$ cat src/rtl/tile_pkg.sv
// Shared types and constants for the tile shuffler.
// LFSR polynomial x^16+x^14+x^13+x^11+1 in Galois form.
package tile_pkg;

  typedef enum logic [1:0] {
    IDLE,
    INIT,
    SHUFFLE,
    DONE
  } shuf_state_t;

  localparam logic [15:0] LFSR_TAPS    = 16'hB400;
  localparam logic [15:0] DEFAULT_SEED = 16'hACE1;

endpackage

$ cat src/rtl/tile_shuffler_lfsr16.sv
// Free-running 16-bit Galois LFSR with seed load.
// A zero seed is replaced so the register never locks up.
module lfsr16
  import tile_pkg::*;
#(
  parameter logic [15:0] SEED_INIT = DEFAULT_SEED
) (
  input  logic        clk,
  input  logic        rst_n,
  input  logic        load,
  input  logic [15:0] load_val,
  output logic [15:0] q
);

  logic [15:0] step;

  assign step = q[0] ? ((q >> 1) ^ LFSR_TAPS)
                     : (q >> 1);

  always_ff @(posedge clk or negedge rst_n) begin
    if (!rst_n) begin
      q <= SEED_INIT;
    end else if (load) begin
      q <= (load_val == 16'h0) ? SEED_INIT
                               : load_val;
    end else begin
      q <= step;
    end
  end

endmodule

$ cat src/rtl/tile_shuffler.sv
// Fisher-Yates tile permutation driven by a 16-bit LFSR.
// One swap per clock; result published as a packed vector.
module tile_shuffler
  import tile_pkg::*;
#(
  parameter int          N_TILES   = 24,
  parameter logic [15:0] SEED_INIT = DEFAULT_SEED
) (
  input  logic                             clk,
  input  logic                             rst_n,
  input  logic                             seed_load,
  input  logic [15:0]                      seed_in,
  input  logic                             start,
  output logic                             busy,
  output logic                             done,
  output logic                             order_valid,
  output logic [N_TILES*$clog2(N_TILES)-1:0] order
);

  localparam int IDX_W = $clog2(N_TILES);
  localparam int VEC_W = N_TILES * IDX_W;

  shuf_state_t       state;
  logic [15:0]       lfsr_q;
  logic [IDX_W-1:0]  i_q;
  logic [IDX_W-1:0]  j;
  logic [6:0]        i_p1;
  logic [22:0]       prod;
  logic [VEC_W-1:0]  w_q;
  logic [VEC_W-1:0]  w_swap;
  logic              lfsr_load;

  function automatic logic [VEC_W-1:0] identity();
    logic [VEC_W-1:0] r;
    r = '0;
    for (int k = 0; k < N_TILES; k++) begin
      r[k*IDX_W +: IDX_W] = IDX_W'(k);
    end
    return r;
  endfunction

  assign lfsr_load = seed_load && (state == IDLE);

  lfsr16 #(
    .SEED_INIT(SEED_INIT)
  ) u_lfsr (
    .clk     (clk),
    .rst_n   (rst_n),
    .load    (lfsr_load),
    .load_val(seed_in),
    .q       (lfsr_q)
  );

  // Scale the LFSR into 0..i by taking the top of lfsr*(i+1).
  assign i_p1 = 7'(i_q) + 7'd1;
  assign prod = 23'(lfsr_q) * 23'(i_p1);
  assign j    = IDX_W'(prod >> 16);

  always_comb begin
    w_swap = w_q;
    w_swap[i_q*IDX_W +: IDX_W] = w_q[j*IDX_W +: IDX_W];
    w_swap[j*IDX_W +: IDX_W]   = w_q[i_q*IDX_W +: IDX_W];
  end

  always_ff @(posedge clk or negedge rst_n) begin
    if (!rst_n) begin
      state       <= IDLE;
      busy        <= 1'b0;
      done        <= 1'b0;
      order_valid <= 1'b0;
      order       <= identity();
      w_q         <= identity();
      i_q         <= '0;
    end else begin
      done <= 1'b0;
      unique case (state)
        IDLE: begin
          if (start && !seed_load) begin
            state <= INIT;
            busy  <= 1'b1;
          end
        end
        INIT: begin
          w_q   <= identity();
          i_q   <= IDX_W'(N_TILES - 1);
          state <= SHUFFLE;
        end
        SHUFFLE: begin
          w_q <= w_swap;
          i_q <= i_q - IDX_W'(1);
          // Publish with the final swap so done and order align.
          if (i_q == IDX_W'(1)) begin
            state       <= DONE;
            busy        <= 1'b0;
            done        <= 1'b1;
            order       <= w_swap;
            order_valid <= 1'b1;
          end
        end
        DONE: begin
          state <= IDLE;
        end
        default: begin
          state <= IDLE;
        end
      endcase
    end
  end

endmodule
$ cat config.mk
export PLATFORM = sky130hd
export DESIGN_NAME = tile_shuffler
export DESIGN_NICKNAME = d
export VERILOG_FILES = /design/src/rtl/tile_pkg.sv /design/src/rtl/tile_shuffler_lfsr16.sv /design/src/rtl/tile_shuffler.sv
export SDC_FILE = /design/constraint.sdc
export NUM_CORES = 1
export LEC_CHECK = 0
export ABC_AREA = 1
export CAP_MARGIN = 15
export CORE_MARGIN = 5
export CORE_UTILIZATION = 60
export DETAILED_ROUTE_END_ITERATION = 10
export PLACE_DENSITY = 0.8
export REMOVE_ABC_BUFFERS = 1
export SYNTH_ARGS = -nofsm -noshare
export SYNTH_HDL_FRONTEND = slang
export SYNTH_SLANG_ARGS = --single-unit
export TNS_END_PERCENT = 30
$ cat constraint.sdc
create_clock -name clk -period 9.24 [get_ports clk]
set_clock_uncertainty 0.15 [all_clocks]
set_input_delay 2.772 -clock clk [delete_from_list [all_inputs] [get_ports clk]]
set_output_delay 2.772 -clock clk [all_outputs]
set_load 0.02 [all_outputs]
* Word-level counts from Yosys, hierarchy flattened
Cells that the tools add are included.
** Word-level totals
- Bits in registers :: 266
- Bits of input ports :: 20
- Output and inout bits :: 123
- Logic and storage cells :: 53
** Operators by class
- $add $sub $neg :: 4
- $mul :: 3
- Eq/ne operators :: 6
- Shifts and indexed selects :: 6
- Multiplexer cells :: 15
- Bitwise gates (word level) :: 1
- Reduce and logical (&&, ||, !) cells :: 10
** Operators with widths (number)
- bitwise mux 120 bit :: 2
- one-hot mux 120 bit (2 select lines) :: 1
- variable shift 5 x 34 -> 120 bit, first input constant :: 2
- variable part select 120 x 9 -> 5 bit :: 2
- variable part select 5 x 34 -> 120 bit :: 2
- negator 8 -> 34 bit :: 2
- 2-to-1 mux 16 bit :: 3
- multiplier 16 x 6 -> 21 bit :: 1
- zero test 16 bit :: 1
- multiplier 5 x 3 -> 8 bit, second input constant :: 2
- one-hot mux 5 bit (2 select lines) :: 1
- one-hot mux 2 bit (4 select lines) :: 1
- adder 5 x 1 -> 6 bit, second input constant :: 1
- equality test 5 x 1 -> 1 bit, second input constant :: 1
- subtractor 5 x 1 -> 5 bit, second input constant :: 1
- equality test 2 bit, second input constant :: 2
- 2-to-1 mux 1 bit :: 4
- 2-to-1 mux 2 bit :: 2
- inverter 3 -> 4 bit :: 1
- AND reduction 2 bit :: 2
- nonzero test 2 bit :: 2
- AND reduction 3 bit :: 1
- equality test 2 x 1 -> 1 bit, second input constant :: 1
- logical AND 1 bit :: 2
- other kinds (5) :: 5

* Longest topological paths before layout
- Word-level depth :: 8
- Gate-level depth with buffers :: 39
- Gate-level depth less buffers :: 34

* By module
Synthesis repeated with hierarchy kept, for this count alone.
** Unflattened totals
- Cell total of the unflattened synthesis :: 2949
- Area, all modules :: 19706.4 um^2
** By module, submodules not included
- tile_shuffler :: instances 1, cells an instance 2864, area each 18985.7 um^2, sequential area each 6386.1 um^2
- lfsr16 :: instances 1, cells an instance 85, area each 720.7 um^2, sequential area each 410.4 um^2

* Worst setup path after synthesis
Ideal clock, no wire load.
- Path kind :: reg2reg
- Start :: reg i_q[0]
- End :: reg w_q[57]
- Setup time :: 117 ps
- Arrival :: 6339 ps
- Required time :: 8973 ps
- Path slack :: 2634 ps
- Stages on the path, launching flop included :: 36
- Cells stage by stage :: dfrtp_1 buf_2 clkinv_1 buf_2 buf_1 ha_1 clkbuf_1 buf_1 nand2_1 inv_1 fa_1 fa_1 inv_1 fa_1 inv_1 ha_1 nand2_1 inv_1 a21oi_1 nand2_1 nand2_1 nand2_2 nand2_1 nand2_2 buf_4 buf_4 ha_1 clkbuf_1 inv_1 nand2_1 clkbuf_1 nor2_1 nand2_1 nand2_1 nand2_1 nand2_1
** Between the ends
- Longest elaborated chain between the ends :: 8
- Elaborated cells between the ends (all ways) :: 15
- Classes of those cells :: 3 x add/sub; 3 x mul; 6 x shift; 3 x mux
** Ends and longest elaborated chain
- from (decl) :: line tile_shuffler.sv:25 : logic [IDX_W-1:0] i_q;
- from (signal assigned) :: line tile_shuffler.sv:85 : i_q <= IDX_W'(N_TILES - 1);
- from (signal assigned) :: line tile_shuffler.sv:90 : i_q <= i_q - IDX_W'(1);
- adder 5 x 1 -> 6 bit :: line tile_shuffler.sv:55 : assign i_p1 = 7'(i_q) + 7'd1;
- multiplier 16 x 6 -> 21 bit :: line tile_shuffler.sv:56 : assign prod = 23'(lfsr_q) * 23'(i_p1);
- multiplier 5 x 3 -> 8 bit :: line tile_shuffler.sv:61, tile_shuffler.sv:62
- variable part select 120 x 9 -> 5 bit :: line tile_shuffler.sv:61 : w_swap[i_q*IDX_W +: IDX_W] = w_q[j*IDX_W +: IDX_W];
- variable part select 5 x 34 -> 120 bit :: line tile_shuffler.sv:61
- bitwise mux 120 bit :: line tile_shuffler.sv:61
- bitwise mux 120 bit * :: line tile_shuffler.sv:62 : w_swap[j*IDX_W +: IDX_W] = w_q[i_q*IDX_W +: IDX_W];
- one-hot mux 120 bit (2 select lines) * :: line tile_shuffler.sv:76 : unique case (state)
- to (signal assigned) :: line tile_shuffler.sv:72 : w_q <= identity();
- to (signal assigned) :: line tile_shuffler.sv:84 : w_q <= identity();
- to (signal assigned) :: line tile_shuffler.sv:89 : w_q <= w_swap;
- to (decl) :: line tile_shuffler.sv:29 : logic [VEC_W-1:0] w_q;
Mark *: on every way between the ends. The rest lies on a longest branch, timed or not.
A chain may end at the register's enable or synchronous reset.

* Worst setup path after layout
- Start :: reg i_q[2]
- End :: reg order[110]
** Between the ends
- Longest elaborated chain between the ends :: 7
- Elaborated cells between the ends (all ways) :: 16
- Classes of those cells :: 3 x add/sub; 3 x mul; 1 x eq/ne; 6 x shift; 2 x mux; 1 x reduce/logical
** Ends and longest elaborated chain
- adder 5 x 1 -> 6 bit :: line tile_shuffler.sv:55
- multiplier 16 x 6 -> 21 bit :: line tile_shuffler.sv:56
- multiplier 5 x 3 -> 8 bit :: line tile_shuffler.sv:61, tile_shuffler.sv:62
- variable part select 120 x 9 -> 5 bit :: line tile_shuffler.sv:61
- variable part select 5 x 34 -> 120 bit :: line tile_shuffler.sv:61
- bitwise mux 120 bit :: line tile_shuffler.sv:61
- bitwise mux 120 bit :: line tile_shuffler.sv:62
- to (signal assigned) :: line tile_shuffler.sv:71 : order <= identity();
- to (signal assigned) :: line tile_shuffler.sv:96 : order <= w_swap;
- to (decl) :: line tile_shuffler.sv:17 : output logic [N_TILES*$clog2(N_TILES)-1:0] order
Parallel ways exist; a longest one is shown, timed or not.

==> results.md <==
- Status: complete, no violations
- Max Cap Viol: 0
- GP Congestion: 1.098
- Buf/Inv on CP: 6
- Period Utilization, post-route: 88.00%
- Unique masters post-synth: 47
- Mapped Area: 18,930 µm²
- Synth Instances: 2,765
- Worst Path Required: 9.60 ns
- Largest net degree at the start of global routing: 155
- Die width: 187.6 µm
- DIE AREA: 35,190 µm²
- Commonest non-fill, non-tap cell in the layout: nand2_1
- RSZ-0062 raised after global routing: false
- Drt drc: 0
- GRT overflow: 0
- Fin. max-slew vios: 0
- Number of core rows: 65
- Fin area: 21,590 µm²
- Syn Area/Cell: 6.845 µm²
- Clock root cell: clkbuf_16
- Area Growth Syn to Fin: 14.07%
- Main flop type after synthesis: dfrtp_1
- Clock transition at path regs: 0.06 ns
- Crit path DAT: 8.49 ns
- Hold path cells: 2
- CTS tree: yes
- Post-synth EDFFs: 0
- Starting density of the core: 60.44%
- Crit path max-delay cell type: dfrtp_1
- Vias in the first global route: 19,570
- Synth warn: 0
- First-pass GRT wire length: 113,500 µm
- Die height: 187.6 µm
- Final #Nets: 2,961
- Antenna diodes: 0
- GRT Total Usage: 40.96%
- Fraction of registers with async set/reset: 100.0%
- Hold Fails Final Rpt: 0
- Setup bufs post-CTS: 0
- Slew Limit Headroom: 25.25%
- Most frequent cells in the layout: nand2_1 (981), inv_1 (305), nand3_1 (244)
- Routed wire length: 74,060 µm
- CP max stage delay: 0.58 ns
- Highest clock rate: 123.0 MHz
- Wire length per cell: 22.62 µm
- Core area: 31,310 µm²
- Worst skew pair latency: 0.59 ns
- Htree depth: 1
- Hold Path End: order[67]
- Seq/Total Area, Yosys: 35.91%
- Post-DR vias/cell: 6.235
- Total CTS buffers: 29
- Final ANT Viol Nets: 0
- Placed Area: 20,560 µm²
- Final setup viols: 0
- Crit path top cell by count: nand2_1
- R2R cell count: 28
- Hold-fix buffers, CTS: 0
- Largest delay share family, worst path: simple AND/OR/NAND/NOR gates
- HP Start: order[67]
- Actual slew at the worst max-slew pin: 1.121 ns
- Flop-to-flop setup slack: 1.11 ns
- Vias: 20,410
- CP Capture Type: register
- Synth Register Bits: 266
- Io pins: 143
- Resized Gates After CTS: 0
- Fin crit period: 8.131 ns
- Reg2reg start: i_q[2]
- Port Buffer Count: 142
- Crit Path Class: reg -> reg
- Clock Path Buffers: 3
- Initial antenna violation count: 1
- Crit-path max FO: 54
- Pre-antenna DRT Iters: 6
- CTS Sinks: 266
- HPWL after DPL: 53,840 µm
- DRT iter0 DRCs: 3,064
- Hold WC Path Type: reg -> reg
- Startpoint Class: register
- Share of post-route cells with drive strength above 1: 8.844%
- Worst R2R End: order[110]
==> cell families after synthesis <==
logic type	count (synthesis)	share of synthesized area, %
AOI/OAI and AO/OA	431	12.55
xor gates and xnor gates	9	0.5156
adders and majority gates	92	8.264
buffers and inverters	446	9.276
DFF	266	35.91
and+or+nand+nor	1521	33.49
==> area by class of cell <==
type                            count  area [µm²]
Inverter                          330        1251
Fill cell                        2508        9723
Clock inverter                     15       207.7
Multi-Input combinational cell   2053       10370
Tap cell                          402       503.0
Clock buffer                       39       793.3
Timing Repair Buffer              169        1662
Sequential cell                   266        6798
==> worst max-delay path by stage <==
stage / start / end / slack [ns] / cells past startpoint
after CTS: i_q[0] / order[40] / 1.40 / 29
after global placement: i_q[0] / order[10] / 1.61 / 29
final: i_q[2] / order[110] / 1.11 / 28
after floorplan: i_q[0] / w_q[66] / -0.22 / 29
after detailed placement: i_q[0] / order[40] / 1.43 / 29
after global routing: i_q[2] / w_q[80] / 0.77 / 31
==> metrics by stage <==
step | worst slack (ns) | cells | util [%] | TNS, ns | hold WS, ns
finish | 1.109 | 3274 | 68.95 | 0 | 0.3175
global placement | 1.610 | 3219 | 65.66 | 0 | 0.3066
global route | 0.7710 | 3274 | 68.95 | 0 | 0.3384
floorplan | -0.2246 | 2649 | - | -15.32 | 0.2989
CTS | 1.404 | 3273 | 68.86 | 0 | 0.3191
detailed placement | 1.430 | 3219 | 65.66 | 0 | 0.3080
==> per-layer routing <==
metal / vias up / global-route usage, % / part of all wire, % / routed length (µm)
met4: 0 / 20.19 / 6.6 / 4908
li1: 8992 / - / - / -
met2: 1505 / 63.90 / 44 / 32740
met3: 311 / 9.922 / 12 / 9018
met5: - / 0 / 0 / 0
met1: 9604 / 53.80 / 37 / 27390
==> registers in the layout (all words and copies together), names as in the netlist <==
signal       cells
order          120
w_q            120
u_lfsr.q        16
i_q              5
state            2
busy             1
done             1
order_valid      1
==> worst register-to-register path: cells and delay by family (launching register included) <==
family                     cells  cell delay, ns
and+or+nand+nor               15            2.77
adders and majority gates      4            1.72
buffers and inverters          6            1.68
DFF                            1            0.58
AOI/OAI and AO/OA              3            1.15
==> cells in the mapped netlist (2+ instances only) <==
library cell / count / area (µm²)
a21oi_1: 147 / 735.7
a221o_1: 5 / 50.05
a22oi_1: 11 / 82.58
a31oi_1: 19 / 118.9
a32oi_1: 2 / 17.52
buf_1: 19 / 71.32
buf_2: 22 / 110.1
buf_4: 8 / 60.06
clkbuf_1: 66 / 247.7
clkinv_1: 9 / 33.78
dfrtp_1: 154 / 3854
dfstp_2: 112 / 2943
fa_1: 55 / 1101
ha_1: 37 / 462.9
inv_1: 306 / 1149
inv_2: 13 / 48.80
nand2_1: 981 / 3682
nand2_2: 13 / 81.33
nand2_4: 4 / 45.04
nand3_1: 244 / 1221
nand4_1: 26 / 162.7
nor2_1: 213 / 799.5
nor2_2: 12 / 75.07
nor2_4: 13 / 146.4
nor3_1: 3 / 15.01
nor3_4: 2 / 32.53
nor4_1: 5 / 31.28
o2111ai_1: 8 / 70.07
o211ai_1: 23 / 172.7
o21ai_0: 132 / 660.6
o21ai_1: 61 / 305.3
o22ai_1: 14 / 87.58
o311ai_0: 2 / 17.52
o31ai_1: 2 / 15.01
or2_2: 4 / 25.02
xnor2_1: 4 / 35.03
xor2_1: 4 / 35.03
Power is left out: the tool's default activity adds up to more than one toggle a clock period on the data nets, which glitch-free logic cannot reach.
